===== config.mk =====
export PLATFORM = sky130hd
export DESIGN_NAME = prog_reflector
export DESIGN_NICKNAME = d
export VERILOG_FILES = /design/src/rtl/enigma_pkg.sv /design/src/rtl/refl_shadow_table.sv /design/src/rtl/prog_reflector.sv
export SDC_FILE = /design/constraint.sdc
export NUM_CORES = 1
export LEC_CHECK = 0
export CAP_MARGIN = 20
export CORE_UTILIZATION = 36
export CTS_CLUSTER_DIAMETER = 120
export DETAILED_ROUTE_END_ITERATION = 8
export HOLD_SLACK_MARGIN = 0.15
export PLACE_DENSITY = 0.5
export SLEW_MARGIN = 0
export SYNTH_ARGS = -nofsm -noshare
export SYNTH_HDL_FRONTEND = slang
export SYNTH_HIERARCHICAL = 1
export SYNTH_SLANG_ARGS = --single-unit

===== constraint.sdc =====
create_clock -name clk -period 6.28 [get_ports clk]
set_clock_uncertainty 0.2 [all_clocks]
set_input_delay 1.256 -clock clk [delete_from_list [all_inputs] [get_ports clk]]
set_output_delay 1.256 -clock clk [all_outputs]
set_load 0.01 [all_outputs]

===== src/rtl/enigma_pkg.sv =====
// Shared constants for the programmable reflector: default sizes, the UKW-B wiring,
// error codes and the configuration FSM state encoding.
package enigma_pkg;

  localparam int unsigned AlphaDefault = 26;
  localparam int unsigned WidthDefault = 5;

  // UKW-B: AY BR CU DH EQ FS GL IP JX KN MO TZ VW
  localparam int unsigned UkwB [26] = '{
    24, 17, 20,  7, 16, 18, 11,  3, 15, 23, 13,  6, 14,
    10, 12,  8,  4,  1,  5, 25,  2, 22, 21,  9,  0, 19
  };

  localparam logic [1:0] ErrNone     = 2'd0;
  localparam logic [1:0] ErrRange    = 2'd1;
  localparam logic [1:0] ErrSelf     = 2'd2;
  localparam logic [1:0] ErrConflict = 2'd3;

  typedef enum logic [1:0] {
    StIdle,
    StProg,
    StCommit
  } refl_state_e;

  // Reset wiring: UKW-B for the real alphabet, adjacent swaps for any other even size.
  function automatic int unsigned ukw_default(int unsigned alpha, int unsigned idx);
    if (alpha == 26) begin
      return UkwB[idx[4:0]];
    end
    return idx ^ 32'd1;
  endfunction

endpackage


===== src/rtl/refl_shadow_table.sv =====
// Shadow pairing table: letter map plus assigned bitmap, written one pair at a time.
module refl_shadow_table
  import enigma_pkg::*;
#(
  parameter int unsigned ALPHA = AlphaDefault,
  parameter int unsigned W     = WidthDefault
) (
  input  logic         clk,
  input  logic         rst,
  input  logic         clr_i,
  input  logic         wr_i,
  input  logic [W-1:0] a_i,
  input  logic [W-1:0] b_i,
  output logic         conflict_o,
  output logic [W-1:0] map_o [ALPHA]
);

  logic [ALPHA-1:0] assigned_q;
  logic [W-1:0]     map_q [ALPHA];

  // Out-of-range letters never match an index, so they never flag a conflict.
  always_comb begin
    conflict_o = 1'b0;
    for (int unsigned i = 0; i < ALPHA; i++) begin
      if ((a_i == W'(i) || b_i == W'(i)) && assigned_q[i]) begin
        conflict_o = 1'b1;
      end
    end
  end

  always_ff @(posedge clk or posedge rst) begin
    if (rst) begin
      assigned_q <= '0;
      for (int unsigned i = 0; i < ALPHA; i++) begin
        map_q[i] <= '0;
      end
    end else if (clr_i) begin
      assigned_q <= '0;
    end else if (wr_i) begin
      for (int unsigned i = 0; i < ALPHA; i++) begin
        if (a_i == W'(i)) begin
          map_q[i]      <= b_i;
          assigned_q[i] <= 1'b1;
        end else if (b_i == W'(i)) begin
          map_q[i]      <= a_i;
          assigned_q[i] <= 1'b1;
        end
      end
    end
  end

  assign map_o = map_q;

endmodule


===== src/rtl/prog_reflector.sv =====
// Programmable Enigma reflector: registered lookup through the active table, with a
// host-loaded shadow table committed atomically after the session holds a full pairing.
module prog_reflector
  import enigma_pkg::*;
#(
  parameter int unsigned ALPHA = AlphaDefault,
  parameter int unsigned W     = WidthDefault
) (
  input  logic         clk,
  input  logic         rst,
  input  logic         cfg_start,
  input  logic         cfg_abort,
  input  logic         cfg_commit,
  input  logic         cfg_pair_valid,
  output logic         cfg_pair_ready,
  input  logic [W-1:0] cfg_a,
  input  logic [W-1:0] cfg_b,
  output logic         cfg_busy,
  output logic         cfg_done,
  output logic         cfg_err,
  output logic [1:0]   cfg_err_code,
  input  logic         lk_valid,
  input  logic [W-1:0] lk_in,
  output logic         lk_out_valid,
  output logic [W-1:0] lk_out,
  output logic         lk_range_err
);

  localparam int unsigned CntW   = $clog2(ALPHA / 2 + 1);
  localparam logic [CntW-1:0] FullCnt = CntW'(ALPHA / 2);
  localparam logic [W:0] AlphaW  = (W + 1)'(ALPHA);

  refl_state_e     state_q;
  logic [CntW-1:0] pair_cnt_q;
  logic            done_q, err_q;
  logic [1:0]      err_code_q;
  logic [W-1:0]    active_q [ALPHA];
  logic [W-1:0]    shadow_map [ALPHA];
  logic            shadow_conflict, shadow_clr, shadow_wr;
  logic            in_prog, take_abort, take_commit, take_pair, take_restart;
  logic [1:0]      pair_code;
  logic            lk_out_valid_q, lk_range_err_q;
  logic [W-1:0]    lk_out_q, lk_map;
  logic            lk_oor;

  always_comb begin
    if (({1'b0, cfg_a} >= AlphaW) || ({1'b0, cfg_b} >= AlphaW)) begin
      pair_code = ErrRange;
    end else if (cfg_a == cfg_b) begin
      pair_code = ErrSelf;
    end else if (shadow_conflict) begin
      pair_code = ErrConflict;
    end else begin
      pair_code = ErrNone;
    end
  end

  // Priority inside a session: abort, commit, pair write, restart.
  assign in_prog      = (state_q == StProg);
  assign take_abort   = in_prog && cfg_abort;
  assign take_commit  = in_prog && !cfg_abort && cfg_commit;
  assign take_pair    = in_prog && !cfg_abort && !cfg_commit && cfg_pair_valid;
  assign take_restart = in_prog && !cfg_abort && !cfg_commit && !cfg_pair_valid && cfg_start;
  assign shadow_clr   = ((state_q == StIdle) && cfg_start) || take_restart || take_abort;
  assign shadow_wr    = take_pair && (pair_code == ErrNone);

  refl_shadow_table #(
    .ALPHA (ALPHA),
    .W     (W)
  ) u_shadow (
    .clk        (clk),
    .rst        (rst),
    .clr_i      (shadow_clr),
    .wr_i       (shadow_wr),
    .a_i        (cfg_a),
    .b_i        (cfg_b),
    .conflict_o (shadow_conflict),
    .map_o      (shadow_map)
  );

  always_ff @(posedge clk or posedge rst) begin
    if (rst) begin
      state_q    <= StIdle;
      pair_cnt_q <= '0;
      done_q     <= 1'b0;
      err_q      <= 1'b0;
      err_code_q <= ErrNone;
    end else begin
      done_q     <= 1'b0;
      err_q      <= 1'b0;
      err_code_q <= ErrNone;
      unique case (state_q)
        StIdle: begin
          if (cfg_start) begin
            state_q    <= StProg;
            pair_cnt_q <= '0;
          end
        end
        StProg: begin
          if (take_abort) begin
            state_q <= StIdle;
          end else if (take_commit) begin
            if (pair_cnt_q == FullCnt) begin
              state_q <= StCommit;
            end else begin
              err_q      <= 1'b1;
              err_code_q <= ErrConflict;
            end
          end else if (take_pair) begin
            if (pair_code != ErrNone) begin
              err_q      <= 1'b1;
              err_code_q <= pair_code;
            end else begin
              pair_cnt_q <= pair_cnt_q + 1'b1;
            end
          end else if (take_restart) begin
            pair_cnt_q <= '0;
          end
        end
        StCommit: begin
          state_q <= StIdle;
          done_q  <= 1'b1;
        end
        default: state_q <= StIdle;
      endcase
    end
  end

  always_ff @(posedge clk or posedge rst) begin
    if (rst) begin
      for (int unsigned i = 0; i < ALPHA; i++) begin
        active_q[i] <= W'(ukw_default(ALPHA, i));
      end
    end else if (state_q == StCommit) begin
      active_q <= shadow_map;
    end
  end

  // Out-of-range letters fall through the mux unchanged.
  always_comb begin
    lk_map = lk_in;
    for (int unsigned i = 0; i < ALPHA; i++) begin
      if (lk_in == W'(i)) begin
        lk_map = active_q[i];
      end
    end
  end

  assign lk_oor = ({1'b0, lk_in} >= AlphaW);

  always_ff @(posedge clk or posedge rst) begin
    if (rst) begin
      lk_out_valid_q <= 1'b0;
      lk_out_q       <= '0;
      lk_range_err_q <= 1'b0;
    end else begin
      lk_out_valid_q <= lk_valid;
      if (lk_valid) begin
        lk_out_q       <= lk_map;
        lk_range_err_q <= lk_oor;
      end
    end
  end

  assign cfg_busy       = in_prog;
  assign cfg_pair_ready = in_prog;
  assign cfg_done       = done_q;
  assign cfg_err        = err_q;
  assign cfg_err_code   = err_code_q;
  assign lk_out_valid   = lk_out_valid_q;
  assign lk_out         = lk_out_q;
  assign lk_range_err   = lk_range_err_q;

endmodule


### After elaboration in Yosys (flattened, before gate mapping)

Cells that the tools add are included.

| word-level totals | value |
|---|---|
| output and inout bits | 13 |
| ROM bits | 0 |
| bits in latches | 0 |
| bits of input ports | 22 |
| RAM bits | 0 |
| flip-flop bits (word level) | 303 |
| logic and storage cells | 544 |
| memories | 0 |

| cells by class | value |
|---|---|
| shifts and indexed selects | 0 |
| multiplexer cells | 186 |
| bitwise operators | 1 |
| reduce and logical (&&, ||, !) cells | 181 |
| $mul | 0 |
| add/subtract/negate cells | 1 |
| magnitude comparators | 3 |
| div/mod/pow operators | 0 |
| equality and inequality tests | 86 |

Operators by type and width:

| kind | count |
|---|---|
| 2-to-1 mux 5 bit | 78 |
| == test 5 bit (second input constant) | 30 |
| == test 5 x 4 -> 1 bit (second input constant) | 24 |
| 2-to-1 mux 1 bit | 85 |
| AND reduction 3 bit | 27 |
| nonzero test 3 bit | 26 |
| == test 5 x 3 -> 1 bit (second input constant) | 12 |
| nonzero test 2 bit | 29 |
| 2-to-1 mux 26 bit | 2 |
| AND reduction 2 bit | 26 |
| logical AND 1 bit | 35 |
| == test 5 x 2 -> 1 bit (second input constant) | 6 |
| logical OR 1 bit | 29 |
| 2-to-1 mux 2 bit | 13 |
| 2-to-1 mux 4 bit | 6 |
| == test 5 x 1 -> 1 bit (second input constant) | 3 |
| greater-or-equal comparator 5 bit (second input constant) | 3 |
| logical NOT 5 bit | 3 |
| != test 3 x 1 -> 1 bit (second input constant) | 3 |
| case mux 4 bit (2 select lines) | 1 |
| != test 2 bit (second input constant) | 3 |
| AND reduction 6 bit | 1 |
| == test 5 bit | 1 |
| adder 4 x 1 -> 4 bit (second input constant) | 1 |
| other kinds (8) | 11 |

### Depth between registers and ports, before layout

Gate-level depths: netlist (run 1).

| depth | value |
|---|---|
| depth in word-level cells | 38 |
| gate-level depth with buffers | 17 |

### By module

Netlist (run 1), hierarchy kept.

Modules (own cells, without submodules):

| module | cells each | sequential area each (um^2) | times used | area an instance (um^2) |
|---|---|---|---|---|
| prog_reflector | 648 | 3749.8 | 1 | 7614.8 |
| refl_shadow_table | 866 | 3903.7 | 1 | 7452.1 |

### Worst setup path before layout (run 1)

No wires, ideal clock.

| path | value |
|---|---|
| path type | in2reg |
| start | input port cfg_b[2] |
| end | register u_shadow.map_q (netlist bit u_shadow/map_o[18]) |
| slack | 1.556 ns |
| stages on the path | 16 |
| arrival time | 4.394 ns |
| data required time | 5.950 ns |
| cell sequence | buf_1 > mux2i_1 > nor3b_1 > a2111oi_4 > nand3_1 > or4_1 > a21oi_1 > a211oi_2 > or2_2 > inv_1 > nor2b_1 > clkbuf_1 > o21ai_0 > clkbuf_1 > nand2_1 > o21ai_0 |

| on the way | value |
|---|---|
| cells in the longest elaborated chain, start to end | 35 |
| elaborated cells on any way between the ends | 114 |
| classes of those cells | 1 x order compare; 26 x eq/ne; 29 x mux; 58 x reduce/logical |

RTL lines:

| what | line | text |
|---|---|---|
| start: declaration | prog_reflector.sv:17 | `input logic [W-1:0] cfg_b,` |
| logical NOT 5 bit | refl_shadow_table.sv:25 | `if ((a_i == W'(i) \|\| b_i == W'(i)) && assigned_q[i]) begin` |
| logical OR 1 bit | refl_shadow_table.sv:25 |  |
| logical AND 1 bit | refl_shadow_table.sv:25 |  |
| 2-to-1 mux 1 bit (25 in series) | refl_shadow_table.sv:25 |  |
| 2-to-1 mux 1 bit * | refl_shadow_table.sv:25 |  |
| named net shadow_conflict | prog_reflector.sv:39 | `logic shadow_conflict, shadow_clr, shadow_wr;` |
| 2-to-1 mux 2 bit * | prog_reflector.sv:51 | `end else if (shadow_conflict) begin` |
| 2-to-1 mux 2 bit * | prog_reflector.sv:49 | `end else if (cfg_a == cfg_b) begin` |
| 2-to-1 mux 2 bit * | prog_reflector.sv:47 | `if (({1'b0, cfg_a} >= AlphaW) \|\| ({1'b0, cfg_b} >= AlphaW)) begin` |
| logical NOT 2 bit * | prog_reflector.sv:65 | `assign shadow_wr = take_pair && (pair_code == ErrNone);` |
| logical AND 1 bit * | prog_reflector.sv:65 |  |
| named net shadow_wr | prog_reflector.sv:39 |  |
| AND reduction 3 bit (no source line) * | n/a |  |
| end signal: indexed assignment | refl_shadow_table.sv:42 | `map_q[i] <= b_i;` |
| end signal: indexed assignment | refl_shadow_table.sv:45 | `map_q[i] <= a_i;` |
| end: declaration | refl_shadow_table.sv:19 | `logic [W-1:0] map_q [ALPHA];` |

The timed path passes the listed nets; every way through them passes the cells marked *.
A chain may end at the register's enable or synchronous reset.

### Final worst setup path (run 1)

| path | value |
|---|---|
| start | input port cfg_b[4] |
| end | register u_shadow.map_q (netlist bit u_shadow/map_o[93]) |

Same word-level chain as after synthesis.

==> results of run 1 <==
## worst max-delay path, delay by kind of cell
kind / cells / cell delay, ps
AOI/OAI and AO/OA: 6 / 1510
buffers and inverters: 4 / 1430
and+or+nand+nor: 6 / 1470
## state kept, by name, indices dropped and copies added, names as in the netlist
name	count
cfg_done	1
state_q	2
cfg_err_code	2
u_shadow/assigned_q	26
lk_out	5
lk_out_valid	1
lk_range_err	1
cfg_err	1
u_shadow/map_o	130
pair_cnt_q	4
active_q	130
## final timing paths
check	slack [ps]	from	end
max in group asynchronous	3580	rst	active_q[33]$_DFFE_PP1P_
setup reg to reg	2230	u_shadow/assigned_q[8]$_DFFE_PP0P_	u_shadow/map_o[93]$_DFFE_PP0P_
min in group asynchronous	1140	rst	u_shadow/map_o[110]$_DFFE_PP0P_
hold / removal	280	u_shadow/map_o[73]$_DFFE_PP0P_	u_shadow/map_o[73]$_DFFE_PP0P_
setup / recovery	760	cfg_b[4]	u_shadow/map_o[93]$_DFFE_PP0P_
hold reg to reg	280	u_shadow/map_o[73]$_DFFE_PP0P_	u_shadow/map_o[73]$_DFFE_PP0P_
## per-layer routing
| metal | vias to the layer above | GRT usage, % |
|---|---|---|
| met5 | - | 0 |
| met4 | 2 | 6.93 |
| met3 | 86 | 5.67 |
| met2 | 489 | 36.1 |
| met1 | 5974 | 36.8 |
| li1 | 5421 | - |
## placed cells by master, fill, tap and decap left out, drive strengths merged, types with 10 or more instances in the layout
cell type,Yosys,final
a211oi,14,14
nor2b,17,17
mux2,134,134
nand3,15,15
mux2i,18,18
a22oi,10,10
or2,10,10
nand2,155,155
or3b,14,14
or3,10,10
clkdlybuf4s50,0,24
o22ai,12,12
o31ai,24,24
a21oi,105,105
dfstp,57,57
nor2,89,89
o211ai,13,13
inv,42,43
a31oi,15,15
nor3,31,31
buf,63,68
nand2b,21,21
o21ai,222,222
dfrtp,246,246
clkbuf,65,54
## per-stage QoR
stage	total power (µW)	worst slack, ps	util [%]	instance area, µm²	cells
global placement	2530	333	38.7	15900	2009
detailed placement	2530	301	38.7	15900	2010
CTS	4860	876	42.0	17200	2078
global route	4990	552	42.0	17200	2078
floorplan	2340	617	-	15100	1514
finish	4830	759	42.0	17200	2078
## power groups by stage
stage | clock network (µW) | registers [µW] | logic (µW)
final | 2330 | 2070 | 428
after global routing | 2440 | 2080 | 465
after CTS | 2370 | 2070 | 426
after detailed placement | 0 | 2100 | 425
after global placement | 0 | 2100 | 424
after floorplan | 0 | 2080 | 259
## layout make-up
| type | count | share of cell area [%] |
|---|---|---|
| clock buffer | 54 | 6.52 |
| clock inverter | 14 | 1.20 |
| inverter | 43 | 1.00 |
| sequential | 303 | 44.5 |
| tap | 532 | 3.87 |
| multi-input combinational | 1040 | 38.6 |
| timing repair buffer | 92 | 4.35 |
## logic make-up (layout without fill, tap and decap cells)
| group | count (synthesis) | in the layout | share of synthesized area [%] |
|---|---|---|---|
| adders and majority gates | 2 | 2 | 0.166 |
| xor gates and xnor gates | 5 | 5 | 0.291 |
| and+or+nand+nor | 409 | 409 | 13.5 |
| AOI/OAI and AO/OA | 470 | 470 | 18.6 |
| muxes | 154 | 154 | 11.5 |
| DFF | 303 | 303 | 50.8 |
| buffers and inverters | 171 | 203 | 5.18 |
==> flow_summary.rst, run 1 <==
.. list-table::
   :header-rows: 1

   * - Metric
     - Value
   * - Switching share of power
     - 25.5%
   * - Post-route clock period utilization
     - between 80 and 90%
   * - Final routed wire length divided by cell count
     - around 25 µm
   * - Post-synth cell types
     - 85
   * - Cells traversed along the worst timing path
     - clkdlybuf4s50_1 -> buf_4 -> or3_1 -> nor2_1 -> o21ai_0 -> o2111ai_1 -> or4_1 -> a21oi_1 -> a211oi_2 -> or2_2 -> inv_1 -> nor2b_1 -> buf_4 -> o21ai_1 -> nand2_1 -> o21ai_0
   * - GP Congestion
     - about 0.9
   * - Critical path's largest stage delay
     - around 770 ps
   * - Nature of the critical path startpoint
     - input pin
   * - Critical path fanouts, max
     - 25
   * - Post-route DRC violation count
     - 5
   * - Switching power summed over all nets
     - 1230 µW
   * - Share of the synthesized area in the top cell type
     - roughly two fifths
   * - Storage cell area
     - 7650 µm²
   * - Die Footprint
     - about 43000 µm²
   * - Cell-internal power
     - 3600 µW
   * - # resized after CTS
     - 0
   * - Post-synthesis async set-or-reset flop share
     - between 90% and 100%
   * - Worst EP required
     - 6470 ps
   * - CTS Hold Bufs
     - 0
   * - Placed wire-length estimate after detailed placement
     - ~36000 µm
   * - Post-CTS Setup Inserts
     - 0
   * - Worst-margin pin slew
     - roughly 1100 ps
   * - Dominant synthesized flop cell
     - sky130_fd_sc_hd__dfrtp_1
   * - Leading area contributor after synthesis
     - sky130_fd_sc_hd__dfrtp_1
   * - Class of the most critical hold timing path
     - register to register
   * - DRT Pass-1 Iters
     - 7
   * - Cell area after synthesis
     - ~15000 µm²
   * - Time the worst path needs with I/O delays and setup
     - between 5000 and 6000 ps
   * - 1st-iter DRT viols
     - approximately 1200
   * - Synth cell count leaders
     - sky130_fd_sc_hd__dfrtp_1 (246), sky130_fd_sc_hd__nand2_1 (155), sky130_fd_sc_hd__mux2_2 (133)
   * - Proportion of synthesized chip area in sequential cells
     - between 50 and 60%
   * - Gr usage total
     - about 25%
   * - Clock share of power
     - between 40% and 50%
   * - Number of clock sinks seen by CTS
     - 303
   * - Avg Synthesized Cell Area
     - 9.95 µm²
   * - Most instantiated library cell after synthesis
     - sky130_fd_sc_hd__dfrtp_1
   * - Die Span X
     - between 200 and 250 µm
   * - Core outline area
     - ~41000 µm²
   * - CTS buffer count
     - 37
   * - Clock tree from TritonCTS
     - yes
   * - Fmax achieved
     - ~180 MHz
   * - Cell types occupying the most area after synthesis
     - sky130_fd_sc_hd__dfrtp_1 (41%), sky130_fd_sc_hd__dfstp_2 (9.9%), sky130_fd_sc_hd__mux2_2 (9.9%), sky130_fd_sc_hd__o21ai_1 (4.0%), sky130_fd_sc_hd__nand2_1 (3.9%)
   * - Unrepaired setup endpoints after global routing
     - false
   * - Static Leakage
     - ~0.0073 µW
   * - Violated checks
     - DRC
   * - Result of the run
     - finished, violations left
   * - Number of cells on the worst reg-to-reg path
     - 14
   * - Final slew viol count
     - 0
   * - Synth-to-Final Area Change
     - 14.2%
   * - Instance count of the mapped netlist
     - ~1500
   * - Clock slew seen by the registers of the worst setup and hold paths
     - ~60 ps
   * - Number of violations of the max-capacitance limit
     - 0
   * - Setup violation total in the final timing report
     - 0
   * - Nets
     - about 1500
   * - Count of input and output buffers
     - 34
   * - Post-detailed-route count of antenna-violating nets
     - 0
   * - Critical path start-end classification
     - input pin to register
   * - CP endpoint kind
     - register
   * - Gate power share
     - just under 9%
   * - Smallest hold slack
     - approximately 280 ps
   * - Setup TNS after final layout
     - 0 ps
   * - Reg power frac
     - approximately 43%
   * - Power density over the cells
     - about 280 nW/µm²
   * - Antenna diode count
     - 0
   * - Final WL
     - approximately 52000 µm
   * - Total number of placement rows
     - 74
   * - Met2 routed wirelength
     - around 22000 µm
   * - Highest metal layer with signal wires
     - met5
   * - Routed metal-1 wirelength
     - 24100 µm
   * - I/O pin count
     - 35
   * - Max stage delay cell, worst path
     - sky130_fd_sc_hd__clkdlybuf4s50_1
   * - Die height
     - around 210 µm
   * - Initial cell density of the core
     - about 37%
   * - Max-Slew Margin vs Limit
     - 24.0%
   * - Detailed-route via count
     - 12000
   * - Vias/cell
     - about 5.8
   * - Post-synth net total
     - between 1500 and 2000
   * - Synthesized flop and latch total
     - approximately 300
   * - Count of H-tree levels built during CTS
     - 2
   * - Clk Tree Root Cell
     - sky130_fd_sc_hd__clkbuf_16
   * - Global-route wire length before repair
     - between 70000 and 80000 µm
   * - Number of global-route vias before repair
     - roughly 12000
   * - Layout cells sized above 1
     - a little under a quarter
   * - Maximum number of pins on one net before global-route repair
     - between 80 and 90
   * - Gr ovfl total
     - 0
   * - Largest buffer count on any clock path
     - 3
   * - WP data arrival
     - between 5000 and 6000 ps
   * - Clock latency at the later pin of the worst-skew pair
     - 560 ps
   * - VDD IR-drop max
     - ~0.15 mV
   * - Number of synthesis warnings
     - 6
   * - Footprint of the multi-input gates
     - between 6000 and 7000 µm²
   * - Metal3 WL
     - a little over 4000 µm
   * - Number of fill cells in the layout
     - about 4000
   * - Number of synthesized flops with an enable pin
     - 0
   * - Number of cells on the worst hold path
     - 2
   * - Number of endpoints with negative hold slack in the final report
     - 0
   * - Antenna violations before repair
     - 1
No activity file was read; power rests on OpenSTA's default activity.
==> inputs of run 2 (changes only) <==
--- a/config.mk
+++ b/config.mk
@@ -6,12 +6,13 @@
 export NUM_CORES = 1
 export LEC_CHECK = 0
 export CAP_MARGIN = 20
+export CORE_MARGIN = 5
 export CORE_UTILIZATION = 36
 export CTS_CLUSTER_DIAMETER = 120
 export DETAILED_ROUTE_END_ITERATION = 8
 export HOLD_SLACK_MARGIN = 0.15
 export PLACE_DENSITY = 0.5
-export SLEW_MARGIN = 0
+export SLEW_MARGIN = 20
 export SYNTH_ARGS = -nofsm -noshare
 export SYNTH_HDL_FRONTEND = slang
 export SYNTH_HIERARCHICAL = 1
==> run 2 against run 1 <==
Net effect:
- the flow now finishes without violations
- first-iteration DRC count increased by 12%
- non-clock buffer count up 3
- die area is 7.9% higher
- sequential cell count unchanged
- power fell by 3.8%
- critical endpoint is now u_shadow/map_o[111]$_DFFE_PP0P_
- largest power group unchanged
- highest routed layer unchanged
==> flow_summary.rst, run 2 (synthesis gave the netlist of run 1 again) <==
.. list-table::
   :header-rows: 1

   * - Metric
     - Value
   * - Clock share of power
     - 46.1%
   * - Post-detailed-route count of antenna-violating nets
     - 0
   * - Setup violation total in the final timing report
     - 0
   * - Fmax achieved
     - around 190 MHz
   * - Number of clock sinks seen by CTS
     - between 300 and 400
   * - Largest buffer count on any clock path
     - 3
   * - Placed standard-cell area
     - about 16000 µm²
   * - Gate power share
     - a little under a tenth
   * - Clock tree from TritonCTS
     - yes
   * - Most frequent cells in the layout
     - sky130_fd_sc_hd__dfrtp_1 (246), sky130_fd_sc_hd__nand2_1 (155), sky130_fd_sc_hd__mux2_2 (133)
   * - Met2 routed wirelength
     - about 23000 µm
   * - Gr ovfl total
     - 0
   * - Number of endpoints with negative hold slack in the final report
     - 0
   * - Initial cell density of the core
     - between 30% and 40%
   * - Power density over the cells
     - between 200 and 300 nW/µm²
   * - Clock slew seen by the registers of the worst setup and hold paths
     - roughly 60 ps
   * - Cell-internal power
     - 3420 µW
   * - CTS Hold Bufs
     - 0
   * - Worst EP required
     - approximately 6500 ps
   * - Die height
     - between 200 and 250 µm
   * - Overall power after layout
     - roughly 4600 µW
   * - Layout cells sized above 1
     - between 20% and 30%
   * - CP endpoint kind
     - register
   * - DRT Pass-1 Iters
     - 7
   * - Setup TNS after final layout
     - 0 ps
   * - Nets
     - 1544
   * - Critical path fanouts, max
     - 25
   * - Count of H-tree levels built during CTS
     - 2
   * - Number of violations of the max-capacitance limit
     - 0
   * - Unrepaired setup endpoints after global routing
     - false
   * - Highest metal layer with signal wires
     - met5
   * - Result of the run
     - complete, no violations
   * - Die Span X
     - between 200 and 250 µm
   * - Static Leakage
     - between 0.007 and 0.008 µW
   * - GP Congestion
     - between 0.9 and 1
   * - Final WL
     - approximately 52000 µm
   * - Total number of placement rows
     - 75
   * - Critical path start-end classification
     - input pin to register
   * - Count of input and output buffers
     - 34
   * - Detailed-route via count
     - approximately 12000
   * - Number of fill cells in the layout
     - 4156
   * - CTS buffer count
     - 37
   * - Final core area utilization
     - around two fifths
   * - Worst-margin pin slew
     - ~1100 ps
   * - Switching power summed over all nets
     - roughly 1200 µW
   * - Nature of the critical path startpoint
     - input pin
   * - Reg power frac
     - approximately 45%
   * - Gr usage total
     - about 22%
   * - Design Area, Final
     - 17100 µm²
   * - Antenna diode count
     - 0
   * - Metal3 WL
     - 3580 µm
   * - Antenna violations before repair
     - 1
   * - Vias/cell
     - between 5 and 6
   * - WP data arrival
     - 5490 ps
   * - Leading cell type in the layout, fill and taps excluded
     - sky130_fd_sc_hd__dfrtp_1
   * - VDD IR-drop max
     - between 0.15 and 0.2 mV
   * - Final routed wire length divided by cell count
     - roughly 25 µm
   * - Die Footprint
     - approximately 46000 µm²
   * - Clk Tree Root Cell
     - sky130_fd_sc_hd__clkbuf_16
   * - Number of global-route vias before repair
     - about 12000
   * - Core outline area
     - between 40000 and 50000 µm²
   * - Post-route DRC violation count
     - 0
   * - Maximum number of pins on one net before global-route repair
     - 76
   * - # resized after CTS
     - 0
   * - Post-CTS Setup Inserts
     - 0
   * - Final slew viol count
     - 0
   * - 1st-iter DRT viols
     - 1353
   * - Placed wire-length estimate after detailed placement
     - 36800 µm
   * - Routed metal-1 wirelength
     - roughly 24000 µm
   * - Time the worst path needs with I/O delays and setup
     - 5270 ps
   * - Post-route clock period utilization
     - a little over four fifths
   * - Max-Slew Margin vs Limit
     - 28.8%
   * - I/O pin count
     - 35
   * - Global-route wire length before repair
     - about 79000 µm
   * - Class of the most critical hold timing path
     - register to register
   * - Switching share of power
     - a little over a quarter
   * - Synth-to-Final Area Change
     - 13.6%
   * - Clock latency at the later pin of the worst-skew pair
     - about 550 ps
-- run 2: changes by cell type in the layout (fill, tap and decap cells not counted), sizes merged --
cell	delta
buf	+2
clkinvlp	+2
bufinv	-4
clkdlybuf4s50	+1
inv	+1
-- run 2: metrics by stage --
step	cells	hold WS (ps)	setup WS, ps
floorplan	1514	240	617
global placement	2020	261	535
detailed placement	2020	270	558
CTS	2087	283	1120
global route	2087	298	702
finish	2087	277	1010
-- run 2: power by group through the flow --
stage / combinational [µW] / sequential (µW) / clock, µW
5_1_grt: 476 / 2070 / 2260
4_1_cts: 435 / 2070 / 2180
3_5_place_dp: 434 / 2100 / 0
6_report: 437 / 2070 / 2140
3_3_place_gp: 434 / 2100 / 0
2_1_floorplan: 259 / 2080 / 0
-- run 2: cell type report --
class / count / area [µm²] / share of cell area, %
Sequential cell: 303 / 7650 / 44.7
Multi-Input combinational cell: 1040 / 6640 / 38.8
Inverter: 43 / 173 / 1.01
Clock buffer: 54 / 1110 / 6.50
Timing Repair Buffer: 95 / 753 / 4.40
Tap cell: 539 / 674 / 3.94
Clock inverter: 13 / 103 / 0.600
-- run 2: worst max-delay path, stage by stage --
cell                              delay (ps)
sky130_fd_sc_hd__clkdlybuf4s50_1         750
sky130_fd_sc_hd__buf_4                   320
sky130_fd_sc_hd__mux2i_1                 240
sky130_fd_sc_hd__nor4_1                   70
sky130_fd_sc_hd__a211oi_1                190
sky130_fd_sc_hd__nand4_1                 110
sky130_fd_sc_hd__or4_1                   590
sky130_fd_sc_hd__a21oi_1                 230
sky130_fd_sc_hd__a211oi_2                140
sky130_fd_sc_hd__or2_2                   330
sky130_fd_sc_hd__inv_1                    90
sky130_fd_sc_hd__nor2b_1                 120
sky130_fd_sc_hd__buf_4                   280
sky130_fd_sc_hd__o21ai_0                 320
sky130_fd_sc_hd__buf_4                   290
sky130_fd_sc_hd__nand2_1                  80
sky130_fd_sc_hd__o21ai_1                  60
-- run 2: path summary, 6_finish.rpt --
| check | startpoint | to | slack [ps] | depth (start not counted) |
|---|---|---|---|---|
| worst max register to register | u_shadow/assigned_q[3]$_DFFE_PP0P_ | u_shadow/map_o[111]$_DFFE_PP0P_ | 2210 | 15 |
| worst max-delay path | cfg_b[1] | u_shadow/map_o[111]$_DFFE_PP0P_ | 1010 | 17 |
| min in group asynchronous | rst | u_shadow/map_o[114]$_DFFE_PP0P_ | 1100 | 2 |
| max in group asynchronous | rst | active_q[33]$_DFFE_PP1P_ | 3670 | 3 |
| worst min-delay path | u_shadow/map_o[18]$_DFFE_PP0P_ | u_shadow/map_o[18]$_DFFE_PP0P_ | 280 | 2 |
| worst min register to register | u_shadow/map_o[18]$_DFFE_PP0P_ | u_shadow/map_o[18]$_DFFE_PP0P_ | 280 | 2 |
-- run 2: routing by layer --
layer	vias up	GRT usage [%]
met5	-	0
li1	5429	-
met2	492	33.2
met3	93	3.73
met1	5990	33.4
met4	2	6.72
==> inputs of run 3 (changes only) <==
==> constraint.sdc (replaced) <==
create_clock -name clk -period 5.4 [get_ports clk]
set_clock_uncertainty 0.2 [all_clocks]
set_input_delay 1.08 -clock clk [delete_from_list [all_inputs] [get_ports clk]]
set_output_delay 1.08 -clock clk [all_outputs]
set_load 0.01 [all_outputs]
==> run 3 against run 2 <==
Net effect:
- utilization increased by 1.1 points
- via count is 2.3% higher
- count of clock-buffer cells in the layout grew 4
- worst hold slack better by 1.4 ps
- power increased by 19%
- cell count increased by 1.9%
- register-to-register slack got worse by 950 ps
- critical path type unchanged
- highest routed layer is now met4
==> flow_summary.rst, run 3 (synthesis gave the netlist of run 1 again) <==
.. list-table::
   :header-rows: 1

   * - Metric
     - Value
   * - Most frequent cells in the layout
     - sky130_fd_sc_hd__dfrtp_1 (246), sky130_fd_sc_hd__nand2_1 (155), sky130_fd_sc_hd__mux2_2 (133)
   * - Fmax achieved
     - roughly 200 MHz
   * - Final WL
     - 53000 µm
   * - CTS Hold Bufs
     - 0
   * - Die Span X
     - ~210 µm
   * - Placed wire-length estimate after detailed placement
     - about 37000 µm
   * - Critical path's largest stage delay
     - 690 ps
   * - Detailed-route via count
     - between 10000 and 15000
   * - Cell count after placement
     - between 2000 and 2500
   * - Number of global-route vias before repair
     - 12300
   * - Critical R2R Capture
     - u_shadow/map_o[113]$_DFFE_PP0P_
   * - 1st-iter DRT viols
     - about 1200
   * - Count of input and output buffers
     - 34
   * - Final standard cell count with taps included and fillers excluded
     - between 2000 and 2500
   * - Core outline area
     - roughly 42000 µm²
   * - GP Congestion
     - roughly 0.9
   * - Post-route clock period utilization
     - between 90% and 100%
   * - Number of violations of the max-capacitance limit
     - 0
   * - Smallest hold slack
     - about 280 ps
   * - Gr usage total
     - 22.8%
   * - Number of cells on the worst hold path
     - 2
   * - Antenna diode count
     - 0
   * - DRT Pass-1 Iters
     - 6
   * - Post-route DRC violation count
     - 0
   * - Gr ovfl total
     - 0
   * - Clock slew seen by the registers of the worst setup and hold paths
     - roughly 60 ps
   * - Die Footprint
     - 46000 µm²
   * - Vias/cell
     - between 5 and 6
   * - CP endpoint kind
     - register
   * - Crit Reg-Reg Startpoint
     - u_shadow/assigned_q[8]$_DFFE_PP0P_
   * - Endpoint with the worst hold slack
     - u_shadow/map_o[105]$_DFFE_PP0P_
   * - Clk Tree Root Cell
     - sky130_fd_sc_hd__clkbuf_16
   * - # resized after CTS
     - 0
   * - Number of endpoints with negative hold slack in the final report
     - 0
   * - Largest buffer count on any clock path
     - 3
   * - Initial cell density of the core
     - approximately 36%
   * - Count of H-tree levels built during CTS
     - 2
   * - Critical path start-end classification
     - input pin to register
   * - Hold Crit Start
     - u_shadow/map_o[105]$_DFFE_PP0P_
   * - Clock latency at the later pin of the worst-skew pair
     - 540 ps
   * - Number of fill cells in the layout
     - between 4000 and 5000
   * - Antenna violations before repair
     - 0
   * - Leading cell type in the layout, fill and taps excluded
     - sky130_fd_sc_hd__dfrtp_1
   * - Static Leakage
     - between 0.007 and 0.008 µW
   * - Worst-case register-to-register setup slack
     - roughly 1300 ps
   * - WP data arrival
     - 5280 ps
   * - Max-Slew Margin vs Limit
     - between 30% and 40%
   * - Time the worst path needs with I/O delays and setup
     - 5080 ps
   * - Unrepaired setup endpoints after global routing
     - false
   * - CTS buffer count
     - 36
   * - Power density over the cells
     - around 310 nW/µm²
   * - Cells traversed along the worst timing path
     - clkdlybuf4s50_1 -> nand2b_1 -> buf_4 -> nor3_1 -> a2111oi_0 -> nand4_1 -> or4_1 -> a21oi_1 -> a211oi_2 -> or2_2 -> inv_1 -> nor2b_1 -> buf_12 -> o21ai_0 -> buf_4 -> nand2_1 -> o21ai_0
   * - I/O pin count
     - 35
   * - Nets
     - between 1500 and 2000
   * - VDD IR-drop max
     - ~0.18 mV
   * - Post-detailed-route count of antenna-violating nets
     - 0
   * - Number of cells on the worst reg-to-reg path
     - 15
   * - Setup violation total in the final timing report
     - 0
   * - Total number of placement rows
     - 75
   * - Die height
     - 215 µm
   * - Class of the most critical hold timing path
     - register to register
   * - Final routed wire length divided by cell count
     - between 20 and 25 µm
   * - Number of clock sinks seen by CTS
     - around 300
   * - Max stage delay cell, worst path
     - sky130_fd_sc_hd__clkdlybuf4s50_1
   * - Final slew viol count
     - 0
   * - Clock tree from TritonCTS
     - yes
   * - Nature of the critical path startpoint
     - input pin
   * - Worst EP required
     - 5610 ps
   * - Result of the run
     - complete, no violations
   * - Global-route wire length before repair
     - 81700 µm
   * - Layout cells sized above 1
     - between 20% and 30%
   * - Maximum number of pins on one net before global-route repair
     - around 100
   * - Synth-to-Final Area Change
     - 16.7%
   * - Worst-margin pin slew
     - approximately 1000 ps
   * - Critical path fanouts, max
     - 25
   * - Post-CTS Setup Inserts
     - 0
-- run 3: how the worst max path moves through the flow --
stage | slack, ps | startpoint | cells past startpoint | end
global route | 190 | cfg_b[3] | 17 | u_shadow/map_o[110]$_DFFE_PP0P_
floorplan | 260 | rst | 1 | active_q[100]$_DFFE_PP0P_
global placement | -30 | cfg_b[3] | 17 | u_shadow/map_o[113]$_DFFE_PP0P_
finish | 320 | cfg_b[3] | 17 | u_shadow/map_o[113]$_DFFE_PP0P_
detailed placement | -80 | cfg_b[3] | 17 | u_shadow/map_o[113]$_DFFE_PP0P_
CTS | 490 | cfg_b[3] | 17 | u_shadow/map_o[113]$_DFFE_PP0P_
-- run 3: critical path, delay by kind of cell --
kind,cells,cell delay [ps]
AO/OA/AOI/OAI,5,1190
AND/OR/NAND/NOR,7,1540
buffers and inverters,5,1470
-- run 3: final cells by class --
| class | instances | area [µm²] | share of cell area, % |
|---|---|---|---|
| clock buffers | 58 | 1160 | 6.57 |
| multi-input cells | 1040 | 6640 | 37.8 |
| clock inverters | 8 | 133 | 0.754 |
| flip-flops and latches | 303 | 7650 | 43.5 |
| inverters | 43 | 171 | 0.975 |
| repair buffers | 135 | 1160 | 6.59 |
| well taps | 539 | 674 | 3.83 |
-- run 3: metrics by stage --
step                util [%]  area, µm²  power (µW)  setup TNS (ps)  setup slack [ps]
global placement        39.1      16300        2970            -143             -34.1
global route            42.2      17600        5740               0               191
floorplan                  -      15100        2720               0               263
finish                  42.2      17600        5540               0               324
CTS                     42.2      17600        5590               0               490
detailed placement      39.1      16300        2970            -326             -75.9
-- run 3: layer usage --
layer,track usage (%),vias up,share of wire (%)
met3,4.24,87,6.9
li1,-,5511,-
met1,34.2,6189,47
met5,0,-,0
met2,34.5,492,44
met4,5.05,0,2.1
-- run 3: power by group --
part | leakage, µW | internal (µW) | switching [µW]
clock network | 0.000637 | 1610 | 991
logic | 0.00293 | 174 | 359
registers | 0.00397 | 2350 | 53.5
total | 0.00754 | 4140 | 1400
